--- config.mk ---
export PLATFORM = sky130hd
export DESIGN_NAME = score_keeper_guarded
export DESIGN_NICKNAME = d
export VERILOG_FILES = /design/src/rtl/score_keeper_guarded.sv
export SDC_FILE = /design/constraint.sdc
export NUM_CORES = 1
export LEC_CHECK = 0
export BUFFER_PORTS_ARGS = -buffer_cell sky130_fd_sc_hd__buf_2
export CAP_MARGIN = 20
export CORE_ASPECT_RATIO = 1.2
export CORE_UTILIZATION = 45
export CTS_CLUSTER_DIAMETER = 50
export DETAILED_ROUTE_END_ITERATION = 6
export HOLD_SLACK_MARGIN = 0.05
export PLACE_DENSITY = 0.78
export SYNTH_ARGS = -nofsm -noshare
export SYNTH_HDL_FRONTEND = slang
export SYNTH_SLANG_ARGS = --single-unit
--- constraint.sdc ---
create_clock -name clk -period 2.5 [get_ports clk]
set_clock_uncertainty 0.1 [all_clocks]
set_input_delay 0.125 -clock clk [delete_from_list [all_inputs] [get_ports clk]]
set_output_delay 0.125 -clock clk [all_outputs]
set_load 0.05 [all_outputs]
--- src/rtl/score_keeper_guarded.sv ---
// Guarded multi-team score keeper: add/subtract 0..3 points with range checks and accept/reject pulses.
// Optional macro SCORE_UNDO_EN adds cmd_undo and a one-deep undo record.
module score_keeper_guarded #(
  parameter int unsigned TEAMS     = 2,
  parameter int unsigned SCORE_W   = 7,
  parameter int unsigned MAX_SCORE = 99,
  parameter int unsigned TEAM_W    = 1
) (
  input  logic                       clk,
  input  logic                       reset,
  input  logic                       clr,
  input  logic                       cmd_valid,
  input  logic [TEAM_W-1:0]          cmd_team,
  input  logic [1:0]                 cmd_points,
  input  logic                       cmd_sub,
`ifdef SCORE_UNDO_EN
  input  logic                       cmd_undo,
`endif
  output logic                       cmd_ready,
  output logic                       busy,
  output logic                       accepted,
  output logic                       rejected,
  output logic [TEAMS*SCORE_W-1:0]   score_flat
);

  typedef enum logic [1:0] {
    S_IDLE,
    S_CHECK,
    S_COMMIT,
    S_WAIT_RELEASE
  } state_t;

  state_t              r_state;
  logic [SCORE_W-1:0]  r_score [TEAMS];
  logic [TEAM_W-1:0]   r_team;
  logic [1:0]          r_points;
  logic                r_sub;
  logic                r_ok;
  logic [SCORE_W-1:0]  r_new;
  logic [TEAM_W-1:0]   r_wteam;

`ifdef SCORE_UNDO_EN
  logic                r_undo;
  logic                r_rec_valid;
  logic [TEAM_W-1:0]   r_rec_team;
  logic [1:0]          r_rec_points;
  logic                r_rec_sub;
`endif

  logic [TEAM_W-1:0]   w_team;
  logic [1:0]          w_points;
  logic                w_sub;
  logic                w_legal;
  logic                w_team_ok;
  logic [SCORE_W-1:0]  w_cur;
  logic [SCORE_W:0]    w_sum;
  logic [SCORE_W-1:0]  w_diff;
  logic                w_ok;
  logic [SCORE_W-1:0]  w_new;

  // Verdict for the latched command; an undo replays the record with the sign inverted.
  always_comb begin
    w_team    = r_team;
    w_points  = r_points;
    w_sub     = r_sub;
    w_legal   = 1'b1;
`ifdef SCORE_UNDO_EN
    if (r_undo) begin
      w_team   = r_rec_team;
      w_points = r_rec_points;
      w_sub    = ~r_rec_sub;
      w_legal  = r_rec_valid;
    end
`endif
    w_cur     = '0;
    w_team_ok = 1'b0;
    for (int unsigned k = 0; k < TEAMS; k++) begin
      if (w_team == TEAM_W'(k)) begin
        w_cur     = r_score[k];
        w_team_ok = 1'b1;
      end
    end
    w_sum  = {1'b0, w_cur} + (SCORE_W+1)'(w_points);
    w_diff = w_cur - SCORE_W'(w_points);
    if (w_sub) begin
      w_ok  = w_legal && w_team_ok && (SCORE_W'(w_points) <= w_cur);
      w_new = w_diff;
    end else begin
      w_ok  = w_legal && w_team_ok && (w_sum <= (SCORE_W+1)'(MAX_SCORE));
      w_new = w_sum[SCORE_W-1:0];
    end
  end

  always_ff @(posedge clk) begin
    if (reset) begin
      r_state   <= S_WAIT_RELEASE;
      cmd_ready <= 1'b0;
      busy      <= 1'b1;
      accepted  <= 1'b0;
      rejected  <= 1'b0;
      r_team    <= '0;
      r_points  <= '0;
      r_sub     <= 1'b0;
      r_ok      <= 1'b0;
      r_new     <= '0;
      r_wteam   <= '0;
      for (int unsigned k = 0; k < TEAMS; k++) r_score[k] <= '0;
`ifdef SCORE_UNDO_EN
      r_undo       <= 1'b0;
      r_rec_valid  <= 1'b0;
      r_rec_team   <= '0;
      r_rec_points <= '0;
      r_rec_sub    <= 1'b0;
`endif
    end else begin
      accepted <= 1'b0;
      rejected <= 1'b0;
      if (clr) begin
        // Game clear drops any in-flight command without a pulse.
        for (int unsigned k = 0; k < TEAMS; k++) r_score[k] <= '0;
        r_state   <= S_WAIT_RELEASE;
        cmd_ready <= 1'b0;
        busy      <= 1'b1;
`ifdef SCORE_UNDO_EN
        r_rec_valid <= 1'b0;
`endif
      end else begin
        case (r_state)
          S_IDLE: begin
            if (cmd_valid) begin
              r_team    <= cmd_team;
              r_points  <= cmd_points;
              r_sub     <= cmd_sub;
`ifdef SCORE_UNDO_EN
              r_undo    <= cmd_undo;
`endif
              r_state   <= S_CHECK;
              cmd_ready <= 1'b0;
              busy      <= 1'b1;
            end
          end
          S_CHECK: begin
            r_ok    <= w_ok;
            r_new   <= w_new;
            r_wteam <= w_team;
            r_state <= S_COMMIT;
          end
          S_COMMIT: begin
            if (r_ok) begin
              for (int unsigned k = 0; k < TEAMS; k++) begin
                if (r_wteam == TEAM_W'(k)) r_score[k] <= r_new;
              end
              accepted <= 1'b1;
`ifdef SCORE_UNDO_EN
              if (r_undo) begin
                r_rec_valid <= 1'b0;
              end else begin
                r_rec_valid  <= 1'b1;
                r_rec_team   <= r_team;
                r_rec_points <= r_points;
                r_rec_sub    <= r_sub;
              end
`endif
            end else begin
              rejected <= 1'b1;
`ifdef SCORE_UNDO_EN
              r_rec_valid <= 1'b0;
`endif
            end
            r_state <= S_WAIT_RELEASE;
          end
          S_WAIT_RELEASE: begin
            if (!cmd_valid) begin
              r_state   <= S_IDLE;
              cmd_ready <= 1'b1;
              busy      <= 1'b0;
            end
          end
          default: begin
            r_state   <= S_WAIT_RELEASE;
            cmd_ready <= 1'b0;
            busy      <= 1'b1;
          end
        endcase
      end
    end
  end

  for (genvar g = 0; g < TEAMS; g++) begin : g_flat
    assign score_flat[g*SCORE_W +: SCORE_W] = r_score[g];
  end

endmodule

## Word-level counts from Yosys, hierarchy flattened

Memories as Yosys holds them, arrays and structs flattened.
Cells that the tools add are included.

- Word-level logic and storage cells: 70
- Bits of input ports: 8
- Memory bits (writable): 14
- Register bits after elaboration: 19
- Output and inout bits: 18
- Memories: 1

Memory list:

| name | words | width | read ports | clocked after memory_dff | wr ports | RTL line | RTL |
|---|---|---|---|---|---|---|---|
| r_score | 2 | 7 | 2 | 0 | 2 | 34 | `logic [SCORE_W-1:0] r_score [TEAMS];` |

- Magnitude comparators: 2
- Equal/unequal tests: 5
- $add $sub $neg: 2
- Muxes and demuxes: 35
- Reductions and logical operators: 8
- Bitwise logic cells: 6

Operator list:

| cell | count |
|---|---|
| two-way mux 7 bit | 6 |
| two-way mux 1 bit | 24 |
| adder 7 x 2 -> 8 bit | 1 |
| less-or-equal comparator 8 x 7 -> 1 bit (second input constant) | 1 |
| case mux 2 bit (4 select lines) | 1 |
| less-or-equal comparator 2 x 7 -> 1 bit | 1 |
| subtractor 7 x 2 -> 7 bit | 1 |
| AND reduction 3 bit | 2 |
| == test 2 bit (second input constant) | 2 |
| two-way mux 2 bit | 2 |
| inequality test 2 bit (second input constant) | 2 |
| bitwise OR 1 bit | 4 |
| case mux 1 bit (2 select lines) | 2 |
| AND reduction 2 bit | 2 |
| OR reduction 3 bit | 1 |
| == test 2 x 1 -> 1 bit (second input constant) | 1 |
| zero test 2 bit | 1 |
| inverter 1 bit | 2 |
| nonzero test 2 bit | 1 |
| OR reduction 2 bit | 1 |

## Logic depth before layout (Yosys ltp)

Gate-level depths: netlist of the first run.

- Depth after elaboration: 7
- Gate-level depth with buffers: 12
- Gate-level depth less buffers: 10

## Worst setup path after synthesis of the first run

OpenSTA, ideal clock, no wires.

- Path kind: register to register
- Start: memory r_score[1][0], in the netlist r_score[0][7]
- End: register r_ok
- Data required time: 2.267 ns
- Setup slack: -0.075 ns
- Period minus slack after synthesis: 2.575 ns
- Setup time: 0.133 ns
- Arrival: 2.342 ns
- Cell stages (with the launch flop): 11
- Path buffers: 0
- Cells stage by stage: edfxtp_1 -> mux2i_1 -> inv_1 -> ha_1 -> fa_1 -> nand4b_1 -> a22oi_1 -> a21oi_1 -> mux2i_1 -> o41ai_1 -> o21ai_0

RTL lines:

| what | RTL line | RTL |
|---|---|---|
| start: declaration | 34 |  |
| end signal: assignment | 143 | `r_ok <= w_ok;` |
| end: declaration | 38 | `logic r_ok;` |

==> run metrics, run 1 <==
FF-to-FF End=r_ok$_SDFFE_PP0P_; TNS Setup=0 ns; Post-synth ARST share=0; IO Count=26; PnR Total Power=1.27 mW; initial antenna violation count=0; initial core utilization=0.473; vias in the first global route=1,235; hold path start=cmd_team; Synth Cell Area=1730 µm²; setup slack at placement=0.0295 ns; layout cells sized above 1=0.284; Clock Pin Slew Worst Setup and Hold Paths=0.07 ns; fin crit period=2.42 ns; routability-driven placement congestion ratio=0.842; overall routing resource usage=0.202; synthesized area per cell=10.5 µm²; sequential area share after synthesis=0.462; Die Wd=58.7 µm; Main synth FF type=dfxtp_1; post-DR wirelength/cell=15.1 µm; Pwr per Cell Area=596 nW/µm²; max incr delay on CP=0.42 ns; Rel. slew slack=0.668; placed cells=239; final hold vios=0; Post-Synthesis Cells=165; Startpoint Class=flop; Ant. Diodes=0; Max-Cap Viols=0; number of synthesized register bits=33; post-synth top area cell=edfxtp_1; Core Region=3660 µm²; Max Root-Sink Buffers=2; Setup-failing EPs final=0; Row Count=24; total CTS buffers=5; R2R Path Start=r_score[0][7]$_DFFE_PP_; Worst Hold End=r_team$_SDFFE_PP0P_; CTS Root Cell=clkbuf_8; Area Growth Syn to Fin=22.7%; Antenna Violating Nets Remaining=0; Synth area leaders=edfxtp_1 24%, dfxtp_1 22%, mux2i_1 6.9%; largest net degree at the start of global routing=18; HP Class=input port to flop; Port-buffer cells=25; top cell type's share of synthesized area=0.243; via count=1,356; final non-filler cell total=253; Die H=70.0 µm; Ys Warns=0; commonest cells in the netlist=19 x dfxtp_1, 18 x nor2_1, 14 x edfxtp_1, 12 x mux2i_1, 10 x nand2_1; DR vias/cell=5.36; post-route DRC violation count=0; Worst R2R Path Depth=10; Slew @ Worst Pin=0.484 ns; H-tree depth=2; Clock Latency Late Sink=0.29 ns; DRT Pass-1 Iters=5; most frequent cell after synthesis=dfxtp_1; crit share post-route=0.970; Post-Route WL=3810 µm; remaining global-route overflow=0; Post-synth EDFFs=14; post-synthesis net count=183; DIE AREA=4100 µm²; DP Wirelength=2690 µm; Peak VDD IR=286 µV; CP arrival=2.49 ns; FF-to-FF setup slack=0.08 ns; hold depth=3; kind of critical path=flop to flop; CTS tree=built; fillers=317; cells along the critical path=mux2i_2 > inv_1 > ha_1 > fa_2 > nand4b_1 > a22oi_2 > a21oi_2 > mux2i_1 > o41ai_1 > o21ai_1; worst-path fanout max=5; fin util=0.580; Slew Viols, Final=0; fmax=412 MHz; Critical Path RT=2.57 ns; Layout Nets=218; Synth cell types=44; Critical Path End Type=flop; CTS Sinks=33; Pleak=0.900 nW; drt initial violations=91; status=finished clean; Setup WS post-layout=0.0753 ns; CP max stage cell=fa_2; first-pass GRT wire length=6110 µm
state kept, by name, summed over array words and instances (netlist names):
name and flops:
accepted 1, busy 1, cmd_ready 1, r_new 7
r_ok 1, r_points 2, r_score 14, r_state 2
r_sub 1, r_team 1, r_wteam 1, rejected 1
cell families (layout without fill, tap and decap cells):
family,Yosys count,after routing,share of synthesized area
muxes,16,16,0.0975
adders and majority gates,10,10,0.0809
buffers and inverters,16,52,0.0404
DFF,33,33,0.462
xor gates and xnor gates,5,5,0.0253
AOI/OAI and AO/OA,34,34,0.143
and+or+nand+nor,51,51,0.151
area by class of cell:
class                   instances  area [µm²]  area share
multi-input cells             116         896       0.421
flip-flops and latches         33         805       0.378
repair buffers                 36         215       0.101
clock buffers                   5        68.8      0.0324
well taps                      52        65.1      0.0306
clock inverters                 3        46.3      0.0218
inverters                       8        30.0      0.0141
per-layer routing:
metal  share of wire  up-vias  track usage
met5               0        -            0
met4           0.017        0       0.0899
met3           0.043        9       0.0444
met2            0.49       38        0.317
met1            0.45      649        0.265
li1                -      660            -
how the worst max path moves through the flow:
stage	from	endpoint
after global placement	r_team$_SDFFE_PP0P_	r_ok$_SDFFE_PP0P_
after detailed placement	r_team$_SDFFE_PP0P_	r_ok$_SDFFE_PP0P_
final	r_score[0][7]$_DFFE_PP_	r_ok$_SDFFE_PP0P_
after CTS	r_team$_SDFFE_PP0P_	r_ok$_SDFFE_PP0P_
after global routing	r_score[0][8]$_DFFE_PP_	r_ok$_SDFFE_PP0P_
after floorplan	r_score[0][7]$_DFFE_PP_	r_ok$_SDFFE_PP0P_
power breakdown:
| group | total [mW] | internal [mW] | switching (mW) |
|---|---|---|---|
| Clock | 0.505 | 0.298 | 0.207 |
| Combinational | 0.159 | 0.0557 | 0.104 |
| Sequential | 0.603 | 0.583 | 0.0191 |
| Total | 1.27 | 0.937 | 0.330 |
cells in the final DEF, fill, tap and decap left out, types with 4 or more instances in the layout:
| master | synthesis | routed |
|---|---|---|
| o21ai_0 | 5 | 4 |
| nor2b_1 | 4 | 4 |
| clkbuf_8 | 0 | 5 |
| buf_4 | 0 | 8 |
| edfxtp_1 | 14 | 14 |
| nand2_1 | 10 | 10 |
| ha_1 | 8 | 7 |
| mux2i_1 | 12 | 11 |
| inv_1 | 8 | 8 |
| a211oi_1 | 7 | 7 |
| buf_2 | 2 | 25 |
| and2_1 | 7 | 7 |
| nor2_1 | 18 | 18 |
| dfxtp_1 | 19 | 18 |
critical path: cells and delay by family (launching register included):
family          cells  cell delay (ns)
flops               1             0.41
simple gates        1             0.15
buf+inv             1             0.08
fa+ha+maj           2             0.64
compound gates      4             0.63
mux                 2             0.29
through the flow:
step                hold WS (ns)  cell area (µm²)
floorplan                 0.0978             1750
global placement           0.254             1940
detailed placement         0.272             1940
CTS                       0.0736             2090
global route              0.0887             2130
finish                    0.0778             2130
repair_timing:
action | CTS | global route
hold endpoints to repair | 3 | 0
hold buffers | 3 | 0
resized for setup | 0 | 6
cloned | 0 | 0
buffers inserted | 1 | 2
setup endpoints to repair | 1 | 2
pin swaps | 0 | 2
Power figures use the tool's default switching activity.
==> inputs of run 2 (changes only) <==
--- a/config.mk
+++ b/config.mk
@@ -12,7 +12,7 @@
 export CTS_CLUSTER_DIAMETER = 50
 export DETAILED_ROUTE_END_ITERATION = 6
 export HOLD_SLACK_MARGIN = 0.05
-export PLACE_DENSITY = 0.78
+export PLACE_DENSITY = 0.68
 export SYNTH_ARGS = -nofsm -noshare
 export SYNTH_HDL_FRONTEND = slang
 export SYNTH_SLANG_ARGS = --single-unit
==> run 2 against run 1 <==
Register-to-register slack about the same. Core utilization down 0.31 points. Final cell count down 0.79%. Power down 8.3%. Global-route usage up 0.18 points. Worst setup slack worse by 0.011 ns. Critical path depth up 1. Clock-buffer cell count unchanged. Clock power down 22%. Via count about the same. Critical path type unchanged. Critical endpoint is now r_new[6]$_SDFFE_PP0P_. Highest routed layer unchanged.
==> run metrics, run 2 (same netlist as run 1, synthesis figures left out) <==
via count=1,357; status=finished clean; Area Growth Syn to Fin=22.0%; Setup-failing EPs final=0; worst-path fanout max=5; CTS tree=built; max incr delay on CP=0.41 ns; Antenna Violating Nets Remaining=0; Startpoint Class=flop; DP Wirelength=2830 µm; Slew Viols, Final=0; Critical Path End Type=flop; H-tree depth=2; kind of critical path=flop to flop; most common cell after layout, fill and taps aside=buf_2; final hold vios=0; HP Class=input port to flop; layout cells sized above 1=0.291; vias in the first global route=1,329; multi-input logic area=926 µm²; fmax=410 MHz; number of flip-flops in the largest register=14; Max-Cap Viols=0; most frequent cells in the layout=25 x buf_2, 18 x nor2_1, 18 x dfxtp_1; DRT Pass-1 Iters=4; Layout Nets=216; post-CTS setup buffer count=0; Clock Latency Late Sink=0.29 ns; Row Count=24; Rel. slew slack=0.659; final instance area=2110 µm²; crit-path most repeated cell=inv_1; Core Region=3660 µm²; dpl cell area=1940 µm²; CP bufs+invs=3; IO Count=26; crit share post-route=0.974; largest net degree at the start of global routing=19; post-DR wirelength/cell=15.9 µm; Max Root-Sink Buffers=2; CTS Root Cell=clkbuf_8; CTS Sinks=33; Crit path max-delay family=adder cells; overall routing resource usage=0.204; cells along the critical path=mux2i_4 > inv_1 > ha_2 > fa_2 > nand4b_1 > a22oi_2 > buf_4 > inv_1 > o22ai_1 > xnor2_1 > a211oi_1; CP max stage cell=fa_2; initial antenna violation count=0; final non-filler cell total=251; drt initial violations=90; DR vias/cell=5.41; remaining global-route overflow=0; Port-buffer cells=25; Pleak=0.877 nW; fillers=331; Register Area=805 µm²; routability-driven placement congestion ratio=0.826; fin crit period=2.44 ns; Peak VDD IR=338 µV; post-route DRC violation count=0; CP arrival=2.54 ns; total CTS buffers=5; Critical Path RT=2.60 ns; Post-Route WL=3990 µm; initial core utilization=0.473; DIE AREA=4100 µm²; Pwr per Cell Area=549 nW/µm²; placed cells=239; Slew @ Worst Pin=0.498 ns; Die Wd=58.7 µm; first-pass GRT wire length=6230 µm; Top reg by flops=r_score; Clock Pin Slew Worst Setup and Hold Paths=0.07 ns; Die H=70.0 µm; biggest regs=r_score (14), r_new (7); Ant. Diodes=0
-- run 2: layout make-up --
type                    instances  share of cell area
well taps                      52              0.0308
multi-input cells             116               0.438
clock inverters                 3             0.00828
repair buffers                 34              0.0959
inverters                       8              0.0142
clock buffers                   5              0.0325
flip-flops and latches         33               0.380
-- run 2: report_power, final --
part	switching, mW	internal (mW)	leakage [nW]	total, mW
Clock	0.200	0.192	0.0439	0.392
Combinational	0.107	0.0571	0.522	0.164
Sequential	0.0222	0.584	0.311	0.606
Total	0.329	0.833	0.877	1.16
-- run 2: path summary, 6_finish.rpt --
check / start / end / slack (ns) / cells after the start
setup / recovery: r_team$_SDFFE_PP0P_ / r_new[6]$_SDFFE_PP0P_ / 0.06 / 11
hold reg to reg: cmd_ready$_SDFFE_PP0P_ / cmd_ready$_SDFFE_PP0P_ / 0.39 / 2
hold / removal: reset / r_points[0]$_SDFFE_PP0P_ / 0.1 / 2
setup reg to reg: r_team$_SDFFE_PP0P_ / r_new[6]$_SDFFE_PP0P_ / 0.06 / 11
-- run 2: what timing repair did --
| action | in CTS | in global routing |
|---|---|---|
| pin swaps | 0 | 2 |
| endpoints found under the hold margin | 4 | 0 |
| endpoints found under the setup margin | 1 | 3 |
| gates cloned | 0 | 0 |
| gates resized for setup | 2 | 10 |
| hold buffers | 4 | 0 |
-- run 2: metrics by stage --
step	setup TNS, ns	power (mW)	util	setup slack (ns)	hold slack (ns)
3_3_place_gp	0	0.764	0.530	0.0716	0.253
4_1_cts	0	1.16	0.566	0.0516	0.0946
3_5_place_dp	-0.00336	0.770	0.530	-0.00336	0.264
6_report	0	1.16	0.577	0.0639	0.100
2_1_floorplan	-0.0120	0.724	-	-0.0120	0.0978
5_1_grt	-0.0639	1.20	0.577	-0.0357	0.113
-- run 2: worst reg2reg max path, cell delays in order, from the launching register on --
cell	delay (ns)
dfxtp_4	0.40
mux2i_4	0.24
inv_1	0.07
ha_2	0.18
fa_2	0.41
nand4b_1	0.17
a22oi_2	0.09
buf_4	0.15
inv_1	0.04
o22ai_1	0.09
xnor2_1	0.16
a211oi_1	0.23
-- run 2: metal layers --
metal,up-vias,routed length (µm),track usage,share of wire
met5,-,0,0,0
met4,0,72,0.0714,0.018
met3,8,156,0.0426,0.039
met1,658,1610,0.240,0.40
li1,660,-,-,-
met2,31,2150,0.360,0.54
